$ cat config.mk
export PLATFORM = sky130hd
export DESIGN_NAME = hack_cpu_mc_flat
export DESIGN_NICKNAME = d
export VERILOG_FILES = /design/src/rtl/hack_cpu_mc_pkg.sv /design/src/rtl/hack_cpu_mc_if.sv /design/src/rtl/hack_cpu_mc_alu.sv /design/src/rtl/hack_cpu_mc.sv /design/src/flat_wrapper.sv
export SDC_FILE = /design/constraint.sdc
export NUM_CORES = 1
export LEC_CHECK = 0
export CORE_MARGIN = 2
export CORE_UTILIZATION = 33
export CTS_CLUSTER_DIAMETER = 150
export DETAILED_ROUTE_END_ITERATION = 8
export DONT_BUFFER_PORTS = 1
export SYNTH_ARGS = -nofsm -noshare
export SYNTH_HDL_FRONTEND = slang
export SYNTH_SLANG_ARGS = --single-unit
$ cat constraint.sdc
create_clock -name clk -period 11.3 [get_ports clk]
set_input_delay 2.26 -clock clk [delete_from_list [all_inputs] [get_ports clk]]
set_output_delay 2.26 -clock clk [all_outputs]
set_load 0.01 [all_outputs]
$ cat src/rtl/hack_cpu_mc_pkg.sv
// Shared types and instruction-field positions for the multicycle Hack CPU.
package hack_pkg;

  typedef enum logic [2:0] {
    FETCH,
    DECODE,
    MREAD,
    EXEC,
    MWRITE,
    HALT
  } state_e;

  localparam int I_BIT = 15;
  localparam int A_BIT = 12;
  localparam int C_ZX  = 11;
  localparam int C_NX  = 10;
  localparam int C_ZY  = 9;
  localparam int C_NY  = 8;
  localparam int C_F   = 7;
  localparam int C_NO  = 6;
  localparam int D_A   = 5;
  localparam int D_D   = 4;
  localparam int D_M   = 3;
  localparam int J_LO  = 0;

  function automatic logic jump_taken(input logic [2:0] jbits, input logic zr, input logic ng);
    return (jbits[2] & ng) | (jbits[1] & zr) | (jbits[0] & ~zr & ~ng);
  endfunction

endpackage

$ cat src/rtl/hack_cpu_mc_if.sv
// Instruction and data memory req/ack bus between the CPU (master) and memories (slave).
interface hack_cpu_mc_if #(
  parameter int WIDTH  = 16,
  parameter int ADDR_W = 15
);
  logic              imem_req;
  logic [ADDR_W-1:0] imem_addr;
  logic              imem_ack;
  logic [15:0]       imem_rdata;
  logic              dmem_req;
  logic              dmem_we;
  logic [ADDR_W-1:0] dmem_addr;
  logic [WIDTH-1:0]  dmem_wdata;
  logic [WIDTH-1:0]  dmem_rdata;
  logic              dmem_ack;

  modport master (
    output imem_req, imem_addr, dmem_req, dmem_we, dmem_addr, dmem_wdata,
    input  imem_ack, imem_rdata, dmem_rdata, dmem_ack
  );

  modport slave (
    input  imem_req, imem_addr, dmem_req, dmem_we, dmem_addr, dmem_wdata,
    output imem_ack, imem_rdata, dmem_rdata, dmem_ack
  );
endinterface

$ cat src/rtl/hack_cpu_mc_alu.sv
// Combinational Hack ALU generalised to WIDTH bits.
module hack_alu_w #(
  parameter int WIDTH = 16
) (
  input  logic [WIDTH-1:0] x,
  input  logic [WIDTH-1:0] y,
  input  logic             zx,
  input  logic             nx,
  input  logic             zy,
  input  logic             ny,
  input  logic             f,
  input  logic             no,
  output logic [WIDTH-1:0] out,
  output logic             zr,
  output logic             ng
);
  logic [WIDTH-1:0] x1, x2, y1, y2, o1;

  always_comb begin
    x1  = zx ? '0 : x;
    x2  = nx ? ~x1 : x1;
    y1  = zy ? '0 : y;
    y2  = ny ? ~y1 : y1;
    o1  = f ? (x2 + y2) : (x2 & y2);
    out = no ? ~o1 : o1;
    zr  = (out == '0);
    ng  = out[WIDTH-1];
  end
endmodule

$ cat src/rtl/hack_cpu_mc.sv
// Multicycle Hack CPU with req/ack instruction and data ports, retire counter
// and optional halt on the end-of-program self-loop.
module hack_cpu_mc
  import hack_pkg::*;
#(
  parameter int WIDTH            = 16,
  parameter int ADDR_W           = 15,
  parameter int CNT_W            = 32,
  parameter bit HALT_ON_SELFLOOP = 1'b1
) (
  input  logic              clk,
  input  logic              reset_n,
  hack_cpu_mc_if.master     bus,
  output logic [ADDR_W-1:0] pc,
  output logic [WIDTH-1:0]  a_reg,
  output logic [WIDTH-1:0]  d_reg,
  output logic              retire,
  output logic              halted,
  output logic [CNT_W-1:0]  instret
);
  state_e            state_q, state_d;
  logic [ADDR_W-1:0] pc_q, pc_d;
  logic [WIDTH-1:0]  areg_q, areg_d, dreg_q, dreg_d;
  logic [WIDTH-1:0]  m_q, m_d, res_q, res_d;
  logic [15:0]       ir_q, ir_d;
  logic              jmp_q, jmp_d, retire_q, retire_d, halted_q, halted_d;
  logic              imem_req_q, imem_req_d, dmem_req_q, dmem_req_d, dmem_we_q, dmem_we_d;
  logic [CNT_W-1:0]  instret_q, instret_d;

  logic [WIDTH-1:0]  alu_y, alu_out, c_res;
  logic              alu_zr, alu_ng, commit, c_jmp;
  logic [ADDR_W-1:0] old_a, pc_inc;

  assign alu_y  = ir_q[A_BIT] ? m_q : areg_q;
  assign old_a  = areg_q[ADDR_W-1:0];
  assign pc_inc = pc_q + ADDR_W'(1);

  hack_alu_w #(.WIDTH(WIDTH)) u_alu (
    .x(dreg_q), .y(alu_y),
    .zx(ir_q[C_ZX]), .nx(ir_q[C_NX]), .zy(ir_q[C_ZY]),
    .ny(ir_q[C_NY]), .f(ir_q[C_F]), .no(ir_q[C_NO]),
    .out(alu_out), .zr(alu_zr), .ng(alu_ng)
  );

  always_comb begin
    state_d  = state_q;
    pc_d     = pc_q;
    areg_d   = areg_q;
    dreg_d   = dreg_q;
    m_d      = m_q;
    res_d    = res_q;
    ir_d     = ir_q;
    jmp_d    = jmp_q;
    halted_d = halted_q;
    retire_d = 1'b0;
    commit   = 1'b0;
    c_res    = res_q;
    c_jmp    = jmp_q;

    case (state_q)
      FETCH: begin
        if (imem_req_q && bus.imem_ack) begin
          ir_d    = bus.imem_rdata;
          state_d = DECODE;
        end
      end
      DECODE: begin
        if (!ir_q[I_BIT]) begin
          areg_d   = WIDTH'(ir_q[14:0]);
          pc_d     = pc_inc;
          retire_d = 1'b1;
          state_d  = FETCH;
        end else if (ir_q[A_BIT]) begin
          state_d = MREAD;
        end else begin
          state_d = EXEC;
        end
      end
      MREAD: begin
        if (dmem_req_q && bus.dmem_ack) begin
          m_d     = bus.dmem_rdata;
          state_d = EXEC;
        end
      end
      EXEC: begin
        res_d = alu_out;
        jmp_d = jump_taken(ir_q[J_LO +: 3], alu_zr, alu_ng);
        if (ir_q[D_M]) begin
          state_d = MWRITE;
        end else begin
          commit = 1'b1;
          c_res  = alu_out;
          c_jmp  = jmp_d;
        end
      end
      MWRITE: begin
        if (dmem_req_q && bus.dmem_ack) commit = 1'b1;
      end
      default: state_d = HALT;
    endcase

    // All commit effects use the A value from before this instruction's writeback.
    if (commit) begin
      if (ir_q[D_D]) dreg_d = c_res;
      if (ir_q[D_A]) areg_d = c_res;
      pc_d     = c_jmp ? old_a : pc_inc;
      retire_d = 1'b1;
      if (HALT_ON_SELFLOOP && c_jmp && (old_a == pc_q)) begin
        state_d  = HALT;
        halted_d = 1'b1;
      end else begin
        state_d = FETCH;
      end
    end

    instret_d  = retire_d ? instret_q + CNT_W'(1) : instret_q;
    imem_req_d = (state_d == FETCH);
    dmem_req_d = (state_d == MREAD) || (state_d == MWRITE);
    dmem_we_d  = (state_d == MWRITE);
  end

  always_ff @(posedge clk or negedge reset_n) begin
    if (!reset_n) begin
      state_q    <= FETCH;
      pc_q       <= '0;
      areg_q     <= '0;
      dreg_q     <= '0;
      ir_q       <= '0;
      jmp_q      <= 1'b0;
      retire_q   <= 1'b0;
      halted_q   <= 1'b0;
      instret_q  <= '0;
      imem_req_q <= 1'b0;
      dmem_req_q <= 1'b0;
      dmem_we_q  <= 1'b0;
    end else begin
      state_q    <= state_d;
      pc_q       <= pc_d;
      areg_q     <= areg_d;
      dreg_q     <= dreg_d;
      ir_q       <= ir_d;
      jmp_q      <= jmp_d;
      retire_q   <= retire_d;
      halted_q   <= halted_d;
      instret_q  <= instret_d;
      imem_req_q <= imem_req_d;
      dmem_req_q <= dmem_req_d;
      dmem_we_q  <= dmem_we_d;
    end
  end

  always_ff @(posedge clk) begin
    m_q   <= m_d;
    res_q <= res_d;
  end

  assign bus.imem_req   = imem_req_q;
  assign bus.imem_addr  = pc_q;
  assign bus.dmem_req   = dmem_req_q;
  assign bus.dmem_we    = dmem_we_q;
  assign bus.dmem_addr  = old_a;
  assign bus.dmem_wdata = res_q;
  assign pc      = pc_q;
  assign a_reg   = areg_q;
  assign d_reg   = dreg_q;
  assign retire  = retire_q;
  assign halted  = halted_q;
  assign instret = instret_q;
endmodule

$ cat src/flat_wrapper.sv
// flat-port wrapper written by rule: the top's interface ports become plain ports
module hack_cpu_mc_flat import hack_pkg::*;
#(
  parameter int WIDTH            = 16,
  parameter int ADDR_W           = 15,
  parameter int CNT_W            = 32,
  parameter bit HALT_ON_SELFLOOP = 1'b1
)
  (clk, reset_n, pc, a_reg, d_reg, retire, halted, instret, bus_imem_req, bus_imem_addr, bus_dmem_req, bus_dmem_we, bus_dmem_addr, bus_dmem_wdata, bus_imem_ack, bus_imem_rdata, bus_dmem_rdata, bus_dmem_ack);
  hack_cpu_mc_if #(.WIDTH(WIDTH), .ADDR_W(ADDR_W)) bus_i ();
  input  logic clk;
  input  logic reset_n;
  output logic [ADDR_W-1:0] pc;
  output logic [WIDTH-1:0] a_reg;
  output logic [WIDTH-1:0] d_reg;
  output logic retire;
  output logic halted;
  output logic [CNT_W-1:0] instret;
  output wire logic [$bits(bus_i.imem_req)-1:0] bus_imem_req;
  output wire logic [$bits(bus_i.imem_addr)-1:0] bus_imem_addr;
  output wire logic [$bits(bus_i.dmem_req)-1:0] bus_dmem_req;
  output wire logic [$bits(bus_i.dmem_we)-1:0] bus_dmem_we;
  output wire logic [$bits(bus_i.dmem_addr)-1:0] bus_dmem_addr;
  output wire logic [$bits(bus_i.dmem_wdata)-1:0] bus_dmem_wdata;
  input wire logic [$bits(bus_i.imem_ack)-1:0] bus_imem_ack;
  input wire logic [$bits(bus_i.imem_rdata)-1:0] bus_imem_rdata;
  input wire logic [$bits(bus_i.dmem_rdata)-1:0] bus_dmem_rdata;
  input wire logic [$bits(bus_i.dmem_ack)-1:0] bus_dmem_ack;
  assign bus_imem_req = bus_i.imem_req;
  assign bus_imem_addr = bus_i.imem_addr;
  assign bus_dmem_req = bus_i.dmem_req;
  assign bus_dmem_we = bus_i.dmem_we;
  assign bus_dmem_addr = bus_i.dmem_addr;
  assign bus_dmem_wdata = bus_i.dmem_wdata;
  assign bus_i.imem_ack = bus_imem_ack;
  assign bus_i.imem_rdata = bus_imem_rdata;
  assign bus_i.dmem_rdata = bus_dmem_rdata;
  assign bus_i.dmem_ack = bus_dmem_ack;
  hack_cpu_mc #(.WIDTH(WIDTH), .ADDR_W(ADDR_W), .CNT_W(CNT_W), .HALT_ON_SELFLOOP(HALT_ON_SELFLOOP)) u_core (.clk(clk), .reset_n(reset_n), .bus(bus_i), .pc(pc), .a_reg(a_reg), .d_reg(d_reg), .retire(retire), .halted(halted), .instret(instret));
endmodule
==> metrics list, run 1 <==
* RR Endpoint: u_core.bus.imem_addr[5]
* Setup skew after layout: 0.009500 ns
- Average instance area after synthesis: 9.945 sq um
- Number of clock buffers inserted by TritonCTS: 17
- Antenna violations before repair: 1
* Number of resized instances in the post-cts repair step: 0
- Horizontal extent of the die: 162.8 um
- Placed wire-length estimate: 16.72 mm
- For this run, the slowest stage of the critical path takes 0.99 ns.
- The startpoint identified for the worst hold timing path is u_core.jmp_q.
- Setup violations remaining at the end of the flow were counted as 0.
* Post-CTS Setup Repair Bufs: 0
* Final period utilization: 0.4854
- For the final routed database, the setup TNS stands at 0 ns.
- Of the total power, combinational logic draws 0.541.
- Number of hold-repair buffers added at the cts stage: 0
- Counting flops with an async set or reset pin after synthesis yields a share of 0.7647.
- Minimum period implied by the final worst setup slack: 5.485 ns
* DIE AREA: 26510 sq um
* Worst path arrival time: 5.75 ns
* Depth of the worst register-to-register path: 18
- CP endpoint kind: flip-flop
- At the end of routability-driven placement, the weighted congestion stood at 0.8831.
* Flop pwr share: 0.302
- The cell family contributing the most delay on the critical path is compound AO/OA/AOI/OAI gates.
- Vias in the first global route: 5874
* Post-synth net total: 892
- For the worst-skew pair, the clock arrives at the later sink with an insertion delay of 0.42 ns.
- For the pin with the worst max-slew slack, the measured transition is 1.073 ns.
* Post-synth top flop: sky130_fd_sc_hd__dfrtp_1
- Worst hold slack: 0.4803 ns
- STA classifies the critical path startpoint as a flip-flop.
* Ranking of synthesized cells by instance count: sky130_fd_sc_hd__dfrtp_1 (104), sky130_fd_sc_hd__nand2_1 (74), sky130_fd_sc_hd__xnor2_1 (52)
* TritonCTS clock tree: done
- Entering global routing, the biggest net connects 105 pins.
- Vertical die dimension: 162.8 um
- Core Rows: 58
- Sw Ratio: 0.4828
- Post-Syn Area: 8324 sq um
- Number of clock sinks: 136
- The synthesized design contains 32 enable-type register cells.
- For this block, the via count after detailed routing is 5999.
* Worst endpoint required time: 11.57 ns
- Library cells used by synthesis: 65
- The register with the most flip-flops in the layout has 32 of them.
* Number of register bits inferred by synthesis: 136
- The worst-case IR drop observed on VDD is 0.1581 mV.
- All-Layer GR Usage: 0.1764
- Along the worst path, the maximum fanout reaches 32.
- 1st-iter DRT viols: 623
* Number of primary I/O pins: 166
- Net count of the finished layout: 844
* Yosys warning count: 0
- Worst hold endpoint: u_core.jmp_q
- The detail route stage leaves a number of antenna-violating nets equal to 0.
* Cells taking the most area after synthesis: sky130_fd_sc_hd__dfrtp_1 (31%), sky130_fd_sc_hd__edfxtp_1 (12%), sky130_fd_sc_hd__mux2i_1 (6.1%)
* Avg Vias per Cell: 5.295
* Startpoint of the most critical register-to-register path: u_core.ir_q[12]
- Setup repair after global routing left no endpoint under its margin.
- Power per standard cell area: 381.4 nW/um^2
- Counting every instance in the synthesized netlist gives 837.
- Cells on Worst Hold Path: 2
* DRT Pass-1 Iters: 6
* Internal Pwr Total: 0.001766 W
* Cell taking the most area after synthesis: sky130_fd_sc_hd__dfrtp_1
* Start-to-end type of the worst setup path: reg -> reg
- The total overflow left after global routing is 0.
* Critical path, cell by cell: mux2i_1, nor2_1, xor2_1, ha_1, inv_1, fa_1, nand2b_1, a21oi_2, o21ai_1, a211o_1, a41o_1, or4b_4, and4bb_1, a21oi_2, o31ai_4, buf_4, mux2i_1, a2bb2oi_2
- Counting both buffers and inverters, the worst setup path holds a total of 2.
- Max-capacitance violation count: 0
- For flop-to-flop paths, the worst setup slack is 5.81 ns.
* Count of pins over their slew limit: 0
- Utilization after layout: 0.3586
- The first global-routing pass estimated 35.37 mm of wire.
- Relative to the synthesized area, the layout overhead comes to 7.546%.
- Final count of hold timing violations: 0
- The worst hold path belongs to the class reg -> reg.
* Sequential element share of the synthesized area: 0.4281
- The count of buffers added on input and output ports is 0.
- Clock-pin slew on the worst setup and hold paths: 0.06 ns
* Upper clock frequency limit: 182.3 MHz
* Layout cells sized above 1: 0.1110
- Effective utilization at floorplan: 0.3335
* Worst-case headroom to the max-slew limit: 0.2838
* Cell type of the slowest stage on the worst timing path: sky130_fd_sc_hd__dfrtp_1
- The tree is rooted in a sky130_fd_sc_hd__clkbuf_16.
- Core ar.: 24960 sq um
- The share of total power dissipated in the clock network is 0.156.
- Status: finished clean
- Routed Wire Length: 23.21 mm
- Counting along the longest clock path gives a buffer depth of 2.
* Mean routed wirelength per cell: 20.48 um
- Static leakage power: 3.750 nW
- Of the post-synthesis cell area, the dominant cell type holds 0.3126.
- Dominant cell by count in the synthesized netlist: sky130_fd_sc_hd__dfrtp_1
- Drc violations: 0
- NetSw: 0.001648 W
- The clock tree synthesis step divided the H-tree into 4 levels.
## through the flow
step	power (W)	setup WS [ns]	cells	instance area, sq um
2_1_floorplan	0.002430	6.625	837	8324
3_3_place_gp	0.002838	5.915	1100	8387
4_1_cts	0.003405	5.819	1132	8950
3_5_place_dp	0.002848	5.848	1100	8387
5_1_grt	0.003669	5.457	1133	8952
6_report	0.003414	5.815	1133	8952
## placed cells by master (no fill, tap or decap), types with 4 or more instances in the layout
cell                        instances
sky130_fd_sc_hd__dfrtp_1          104
sky130_fd_sc_hd__clkbuf_16         18
sky130_fd_sc_hd__nor2_1            49
sky130_fd_sc_hd__nand4_1           11
sky130_fd_sc_hd__mux2i_1           51
sky130_fd_sc_hd__xor2_1            42
sky130_fd_sc_hd__and3_1            19
sky130_fd_sc_hd__or3_1              8
sky130_fd_sc_hd__o21ai_1            5
sky130_fd_sc_hd__nand2_1           74
sky130_fd_sc_hd__a2bb2oi_2         10
sky130_fd_sc_hd__a21o_1             5
sky130_fd_sc_hd__ha_1              18
sky130_fd_sc_hd__nand3b_1           9
sky130_fd_sc_hd__a31oi_1            4
sky130_fd_sc_hd__nand3_1           30
sky130_fd_sc_hd__nor3b_1            4
sky130_fd_sc_hd__xnor2_1           52
sky130_fd_sc_hd__a21oi_1           42
sky130_fd_sc_hd__mux2_2            34
sky130_fd_sc_hd__nor3_1             8
sky130_fd_sc_hd__nand2b_1          23
sky130_fd_sc_hd__nor4_1             5
sky130_fd_sc_hd__o21ai_0           39
sky130_fd_sc_hd__inv_1             24
sky130_fd_sc_hd__buf_4              6
sky130_fd_sc_hd__edfxtp_1          32
sky130_fd_sc_hd__nor2b_1           11
## worst min-delay path: cells and delay by family, from the launching register on
| family | cells | cell delay, ns |
|---|---|---|
| simple gates | 2 | 0.10 |
| flops | 1 | 0.35 |
## worst max path at each step
stage,startpoint,endpoint,slack [ns],cells past startpoint
finish,u_core.ir_q[12],u_core.bus.imem_addr[5],5.81,18
global route,u_core.ir_q[12],u_core.bus.imem_addr[5],5.46,18
CTS,u_core.ir_q[12],u_core.bus.imem_addr[5],5.82,18
detailed placement,u_core.ir_q[12],u_core.bus.imem_addr[5],5.85,18
global placement,bus_dmem_ack,u_core.instret[26],5.91,10
floorplan,u_core.ir_q[12],u_core.bus.imem_addr[10],6.63,19
## metal layers
layer,wire length (um),GRT usage,vias up
met5,0,0,-
met4,469,0.05430,0
met3,1570,0.05042,34
met2,11160,0.2933,211
met1,10010,0.2219,2940
li1,-,-,2814
## final cells by class
| cell class | count | area (sq um) |
|---|---|---|
| Clock buffer | 24 | 503.0 |
| Multi-Input combinational cell | 604 | 4275 |
| Antenna cell | 1 | 2.502 |
| Inverter | 24 | 90.09 |
| Tap cell | 330 | 412.9 |
| Clock inverter | 8 | 60.06 |
| Fill cell | 2510 | 16010 |
| Sequential cell | 136 | 3563 |
| Timing Repair Buffer | 6 | 45.04 |
## logic make-up after synthesis
group / synth area share
compound gates: 0.1124
xor+xnor: 0.09890
fa+ha+maj: 0.02946
buf+inv: 0.05952
flops: 0.4281
mux: 0.1087
simple gates: 0.1629
## power by group through the flow
stage | Clock [W] | Combinational, W | Sequential [W]
detailed placement | 0 | 0.00180 | 0.00105
floorplan | 0 | 0.00158 | 0.000845
global route | 0.000564 | 0.00204 | 0.00107
global placement | 0 | 0.00179 | 0.00105
finish | 0.000534 | 0.00185 | 0.00103
CTS | 0.000542 | 0.00182 | 0.00104
(Power assumes the default switching activity.)
==> run 2, diff against run 1 <==
clock period = 4.6 ns   (was 11.3 ns; I/O delays follow)
==> run 2 against run 1 <==
  * Critical path depth is 1 higher
  * Global-route usage is 0.35 points higher
  * Worst hold slack worse by 0.29 ns
  * Critical path type unchanged
  * First-iteration DRC count is 37% lower
  * Sequential share of layout area is 1.8 points lower
  * Clock skew is 0.00050 ns lower
  * Largest power group unchanged
  * Count of clock-buffer cells in the layout is 2 lower
  * Fmax is 24% higher
  * Worst setup slack worse by 5.6 ns
==> metrics list, run 2 (synthesis gave the netlist of run 1 again) <==
- Startpoint types: flip-flop
- In this run the tool buffered the top-level ports with 0 buffer cells.
* Timing startpoint of the critical path: u_core.ir_q[12]
- For this run, the top clock speed supported by timing is 226.6 MHz.
- In this run the power density over the cells is 979.0 nW/um^2.
- CP delay by family, top: simple AND/OR/NAND/NOR gates
- Count of pins over their slew limit: 0
- Number of clock buffers inserted by TritonCTS: 17
- Horizontal extent of the die: 162.8 um
* Max reg flops: 32
- Worst path arrival time: 4.75 ns
- Maximum fanout along the worst path: 16
* Vias in the first global route: 5977
- Worst endpoint required time: 4.94 ns
- The tree built by TritonCTS fans out to 136 sinks.
- After detailed routing, the average wire length per cell comes to 20.40 um.
- The initial antenna violation count is 0.
- The die is 162.8 um tall.
* Setup Viol. Count Final: 0
* Cell chosen for the clock root: sky130_fd_sc_hd__clkbuf_16
- Number of hold-repair buffers added at the cts stage: 0
- The min-delay analysis places its worst path in the category in -> async.
* Critical path, cell by cell: mux2i_1, nor2_1, xor2_1, ha_2, inv_1, fa_1, nand2b_4, a21oi_2, o21ai_1, a211o_1, a41o_1, or4b_4, and4bb_1, a32o_2, o31ai_4, buf_4, clkbuf_16, and3_1, nor3_1
- GPL Wtd Cong: 0.9501
- Worst IR drop on VDD: 0.4074 mV
* Net count of the finished layout: 890
- Entering global routing, the biggest net connects 105 pins.
- The clock passes through at most 2 buffers.
- In the layout the commonest cells are sky130_fd_sc_hd__dfrtp_1 (103), sky130_fd_sc_hd__nand2_1 (74), sky130_fd_sc_hd__xnor2_1 (52).
* CP endpoint kind: flip-flop
- The critical path ends at u_core.bus.imem_addr[0].
* Final count of hold timing violations: 0
- The detail route stage leaves a number of antenna-violating nets equal to 0.
- At the later pin of the worst-skew pair, clock insertion delay measures 0.42 ns.
* Setup skew after layout: 0.008999 ns
- Effective utilization at floorplan: 0.3335
- TritonCTS clock tree: done
- The initialized floorplan defines 58 standard-cell rows.
- Of the available clock period, the critical path in the final layout requires 0.9593.
- In this run the number of cells on the critical path is 19.
- First-pass GRT wire length: 36.35 mm
* RR Endpoint: u_core.bus.imem_addr[0]
* Worst-case headroom to the max-slew limit: 0.3567
- The tool flagged a number of max-cap violations equal to 0.
* Layout cells sized above 1: 0.1733
- Routed Wire Length: 24.03 mm
- For this run, the total global-route usage over all layers was measured as 0.1799.
- Depth of the worst register-to-register path: 19
* Startpoint of the most critical register-to-register path: u_core.ir_q[12]
- RSZ-0062 raised after global routing: false
- Summing over every cut layer, the via total after detailed routing is 6118.
- The flow ran to the end, and the final reports show no timing, DRC or antenna violations.
- Relative to the synthesized area, the layout overhead comes to 12.76%.
* DRT Pass-1 Iters: 5
- Worst hold slack: 0.1883 ns
- Clock-pin slew was measured on the worst setup and hold paths at 0.06 ns.
* CTS H-tree depth: 4
- Static leakage power: 4.004 nW
- Start-to-end type of the worst setup path: reg -> reg
- After global routing the overflow that remains totals 0.
- Placed wire-length estimate: 17.45 mm
- For this design the top-level I/O count stands at 166.
* Utilization after layout: 0.3760
- Cell type of the slowest stage on the worst timing path: sky130_fd_sc_hd__or4b_4
- Leaving out fill and tap cells, the most frequent cell in the layout is sky130_fd_sc_hd__dfrtp_1.
- DIE AREA: 26510 sq um
* Diode count: 0
- The floorplan step defined a core boundary enclosing 24960 sq um.
- 1st-iter DRT viols: 394
- In the routed layout, each cell is associated on average with a via count of 5.194.
- For the final routed database, the setup TNS stands at 0 ns.
* Drc violations: 0
- The critical path contains buffers and inverters numbering 3 combined.
* Actual slew at the worst max-slew pin: 0.9626 ns
- Layout fillers: 2463
- The worst path needs 4.413 ns of the cycle, external delays included.
* Register-to-register setup slack: 0.19 ns
- Max incr delay on CP: 0.54 ns
[run 2: what timing repair did]
action,in CTS,in global routing
gates resized for setup,0,14
setup endpoints to repair,0,19
endpoints found under the hold margin,0,0
buffers inserted,0,6
[run 2: layout make-up]
type / instances / area, sq um / area share
clock buffers: 22 / 485.5 / 0.05172
clock inverters: 10 / 92.59 / 0.009864
inverters: 24 / 90.09 / 0.009597
multi-input cells: 604 / 4317 / 0.4599
flip-flops and latches: 136 / 3565 / 0.3798
well taps: 330 / 412.9 / 0.04399
repair buffers: 52 / 424.2 / 0.04519
[run 2: worst min-delay path by stage]
stage | from | to | cells after the start | slack [ns]
after CTS | reset_n | u_core.instret[7] | 0 | 0.18
final | reset_n | u_core.instret[7] | 0 | 0.19
after global routing | reset_n | u_core.instret[7] | 0 | 0.17
after global placement | u_core.jmp_q | u_core.jmp_q | 2 | 0.46
after floorplan | u_core.jmp_q | u_core.jmp_q | 2 | 0.44
after detailed placement | u_core.jmp_q | u_core.jmp_q | 2 | 0.46
[run 2: per-stage QoR]
step | setup slack, ns | instance area, sq um | total power (W) | instances
2_1_floorplan | 0.1499 | 8327 | 0.005972 | 837
3_3_place_gp | 0.1173 | 8692 | 0.007532 | 1139
3_5_place_dp | 0.06382 | 8692 | 0.007536 | 1139
4_1_cts | 0.01525 | 9270 | 0.008967 | 1171
5_1_grt | 0.006257 | 9387 | 0.009877 | 1178
6_report | 0.1874 | 9387 | 0.009190 | 1178
[run 2: power by group]
| group | switching (W) | total (W) | internal, W | leakage, nW |
|---|---|---|---|---|
| clock | 0.000554 | 0.00136 | 0.000806 | 0.282 |
| sequential | 0.000551 | 0.00222 | 0.00167 | 1.62 |
| combinational | 0.00316 | 0.00561 | 0.00246 | 2.10 |
[run 2: routing by layer]
metal | global-route usage | routed length (um) | share of wire | up-vias
li1 | - | - | - | 2898
met1 | 0.2257 | 10390 | 0.43 | 3016
met2 | 0.3043 | 11700 | 0.49 | 195
met3 | 0.05933 | 1820 | 0.076 | 9
met4 | 0.03379 | 121 | 0.0050 | 0
met5 | 0 | 0 | 0 | -
==> variant, RTL diff (settings of run 2) <==
`HALT_ON_SELFLOOP` is set to 1'b1 in 2 places; all go to 1'b0.
--- a/src/rtl/hack_cpu_mc.sv
+++ b/src/rtl/hack_cpu_mc.sv
@@ -6,7 +6,7 @@
   parameter int WIDTH            = 16,
   parameter int ADDR_W           = 15,
   parameter int CNT_W            = 32,
-  parameter bit HALT_ON_SELFLOOP = 1'b1
+  parameter bit HALT_ON_SELFLOOP = 1'b0
 ) (
   input  logic              clk,
   input  logic              reset_n,
--- a/src/flat_wrapper.sv
+++ b/src/flat_wrapper.sv
@@ -4,7 +4,7 @@
   parameter int WIDTH            = 16,
   parameter int ADDR_W           = 15,
   parameter int CNT_W            = 32,
-  parameter bit HALT_ON_SELFLOOP = 1'b1
+  parameter bit HALT_ON_SELFLOOP = 1'b0
 )
   (clk, reset_n, pc, a_reg, d_reg, retire, halted, instret, bus_imem_req, bus_imem_addr, bus_dmem_req, bus_dmem_we, bus_dmem_addr, bus_dmem_wdata, bus_imem_ack, bus_imem_rdata, bus_dmem_rdata, bus_dmem_ack);
   hack_cpu_mc_if #(.WIDTH(WIDTH), .ADDR_W(ADDR_W)) bus_i ();
Function: changed (Yosys sat finds a counterexample within 10 cycles, from zero or initial values and one cycle with reset_n low).
==> variant against run 2 <==
  * Setup slack got worse by 0.16 ns
  * Synthesized area down 1.7%
  * Design area decreased by 0.51%
  * Routed wire length rose by 2.2%
  * Non-clock buffer count rose by 4
  * Utilization up 0.80 points
  * Highest routed layer unchanged
  * Sequential share of layout area shrank 0.088 points
  * Sequential cell count fell by 1
  * Critical path depth down 2
Power is left out: it rests on default switching activity, and per cell area and clock period it moved more than threefold.
==> variant: results (changes against run 2) <==
critical_path:
  rr_startpoint: "u_core.ir_q[12]$_DFFE_PN0P_"
  regToRegSetupSlack_ns: 0.03  # -0.16 ns
  arrival_ns: 4.91  # +0.16 ns
  cp_max_fo: 4  # -12
  ff2ff_path_depth: 17  # -2
  endpoint_kind: "flip-flop"
global_routing:
  grt_max_degree: 104  # -0.95%
  grt_pass1_wl_um: 37000  # +1.9%
  grt_pass1_vias: 6182  # +3.4%
  track_usage_pct: 18.5  # +0.53 points
  grt_antenna_before_repair: 1  # +1
routing:
  viasPerCell: 5.41  # +4.2%
  drc: 0  # unchanged
  post_drt_wl_per_cell_um: 20.7  # +1.3%
  drtIter0Drc: 684  # +74%
  first_pass_iters: 5  # unchanged
clock_tree:
  insertion_delay_ns: 0.43
  clk_pin_slew_ns: 0.06  # about the same
  cts_root_buf: "clkbuf_16"
  cts-buffers-inserted: 17  # unchanged
  ctsLongestPathBuffers: 2  # unchanged
yosys:
  synthArstFlopShare_pct: 76.3  # -0.17 points
  synth_cell_types: 71  # +9.2%
  synth-edff-count: 32  # unchanged
  synth-seq-area-share_pct: 43.2  # +0.43 points
  syn_nets: 907  # +1.7%
  synthTopCellsByArea: "dfrtp_1 (31%), edfxtp_1 (12%), xnor2_1 (5.8%)"
  synth_commonest_cells: "dfrtp_1 (103), nand2_1 (99), nor2_1 (57)"
  ys_warn_count: 0  # unchanged
placement:
  portBuffers: 0  # unchanged
  gp_congestion: 0.885  # -6.9%
  dp_hpwl_um: 17800  # +2.2%
cells_and_area:
  layout-drive-gt1-share_pct: 16.6  # -0.76 points
  largest_register_ffs: 32  # unchanged
hold_path:
  hold_class: "input port to async pin"
run_status:
  status: "finished, final reports clean"
timing:
  relSlewSlack_pct: 44.6  # +8.9 points
  finalClockSkew_ns: 0.0133  # +0.00434 ns
-- variant: cell types whose count changed in the layout (fill, tap and decap cells not counted), moves of 6 or more --
cell,before,now
nor3_1,8,21
a2bb2oi_2,10,0
o21ai_0,38,30
o211ai_1,2,20
mux2i_1,49,34
xor2_1,42,23
a211oi_1,2,11
nand2_1,74,99
nand4_1,11,17
a21oi_1,42,35
mux2_2,34,28
nor2_1,49,56
inv_1,24,11
-- variant: cell families (layout without fill, tap and decap cells) --
group	after synthesis	after routing	synth area share, %
simple gates	315	315	18.7
xor+xnor	78	78	8.35
flops	135	135	43.2
buf+inv	88	99	5.49
mux	62	62	8.01
other cells	1	2	0.0458
compound gates	154	154	13.1
fa+ha+maj	19	19	3.00
-- variant: critical path, stage by stage, from the launching register on --
cell,delay [ns]
dfrtp_1,0.39
mux2i_1,0.21
nor2_1,0.08
xor2_1,0.16
ha_2,0.22
fa_2,0.38
a211oi_4,0.26
buf_6,0.14
o2111a_1,0.18
nor3_2,0.06
buf_4,0.14
nand3b_1,0.16
a2111o_1,0.46
a2111o_1,0.42
o31a_1,0.37
o311a_4,0.36
or4_4,0.42
o211ai_2,0.07
-- variant: worst min path at each step --
stage | startpoint | to | slack, ns | cells after the start
detailed placement | u_core.jmp_q$_DFFE_PN0P_ | u_core.jmp_q$_DFFE_PN0P_ | 0.50 | 2
global placement | u_core.jmp_q$_DFFE_PN0P_ | u_core.jmp_q$_DFFE_PN0P_ | 0.47 | 2
floorplan | u_core.jmp_q$_DFFE_PN0P_ | u_core.jmp_q$_DFFE_PN0P_ | 0.45 | 2
CTS | reset_n | u_core.instret[21]$_DFFE_PN0P_ | 0.18 | 0
global route | reset_n | u_core.instret[20]$_DFFE_PN0P_ | 0.17 | 0
finish | reset_n | u_core.instret[22]$_DFFE_PN0P_ | 0.19 | 0
-- variant: through the flow --
step	instance area, sq um	hold WS, ns	setup slack [ns]	instances
after floorplan	8220	0.450	0.0152	852
after global placement	8580	0.467	0.162	1146
after detailed placement	8580	0.500	0.0522	1146
after CTS	9180	0.176	0.0169	1178
after global routing	9340	0.174	-0.131	1188
final	9340	0.192	0.0299	1188
-- variant: cell type report --
cell class,count,area (sq um)
repair buffers,56,474
flip-flops and latches,135,3540
diodes,1,2.50
clock inverters,9,82.6
clock buffers,23,520
fillers,2402,15000
well taps,324,405
inverters,11,41.3
multi-input cells,629,4270
-- variant: what timing repair did --
| item | in CTS | in global routing |
|---|---|---|
| setup endpoints to repair | 0 | 15 |
| buffers inserted | 0 | 8 |
| resized for setup | 0 | 14 |
-- variant: per-layer routing --
layer	vias to the layer above	track usage, %	wire length, um
met2	224	30.1	11600
met5	-	0	0
met3	30	5.78	1980
met4	0	5.40	409
li1	3018	-	-
met1	3156	23.7	10600
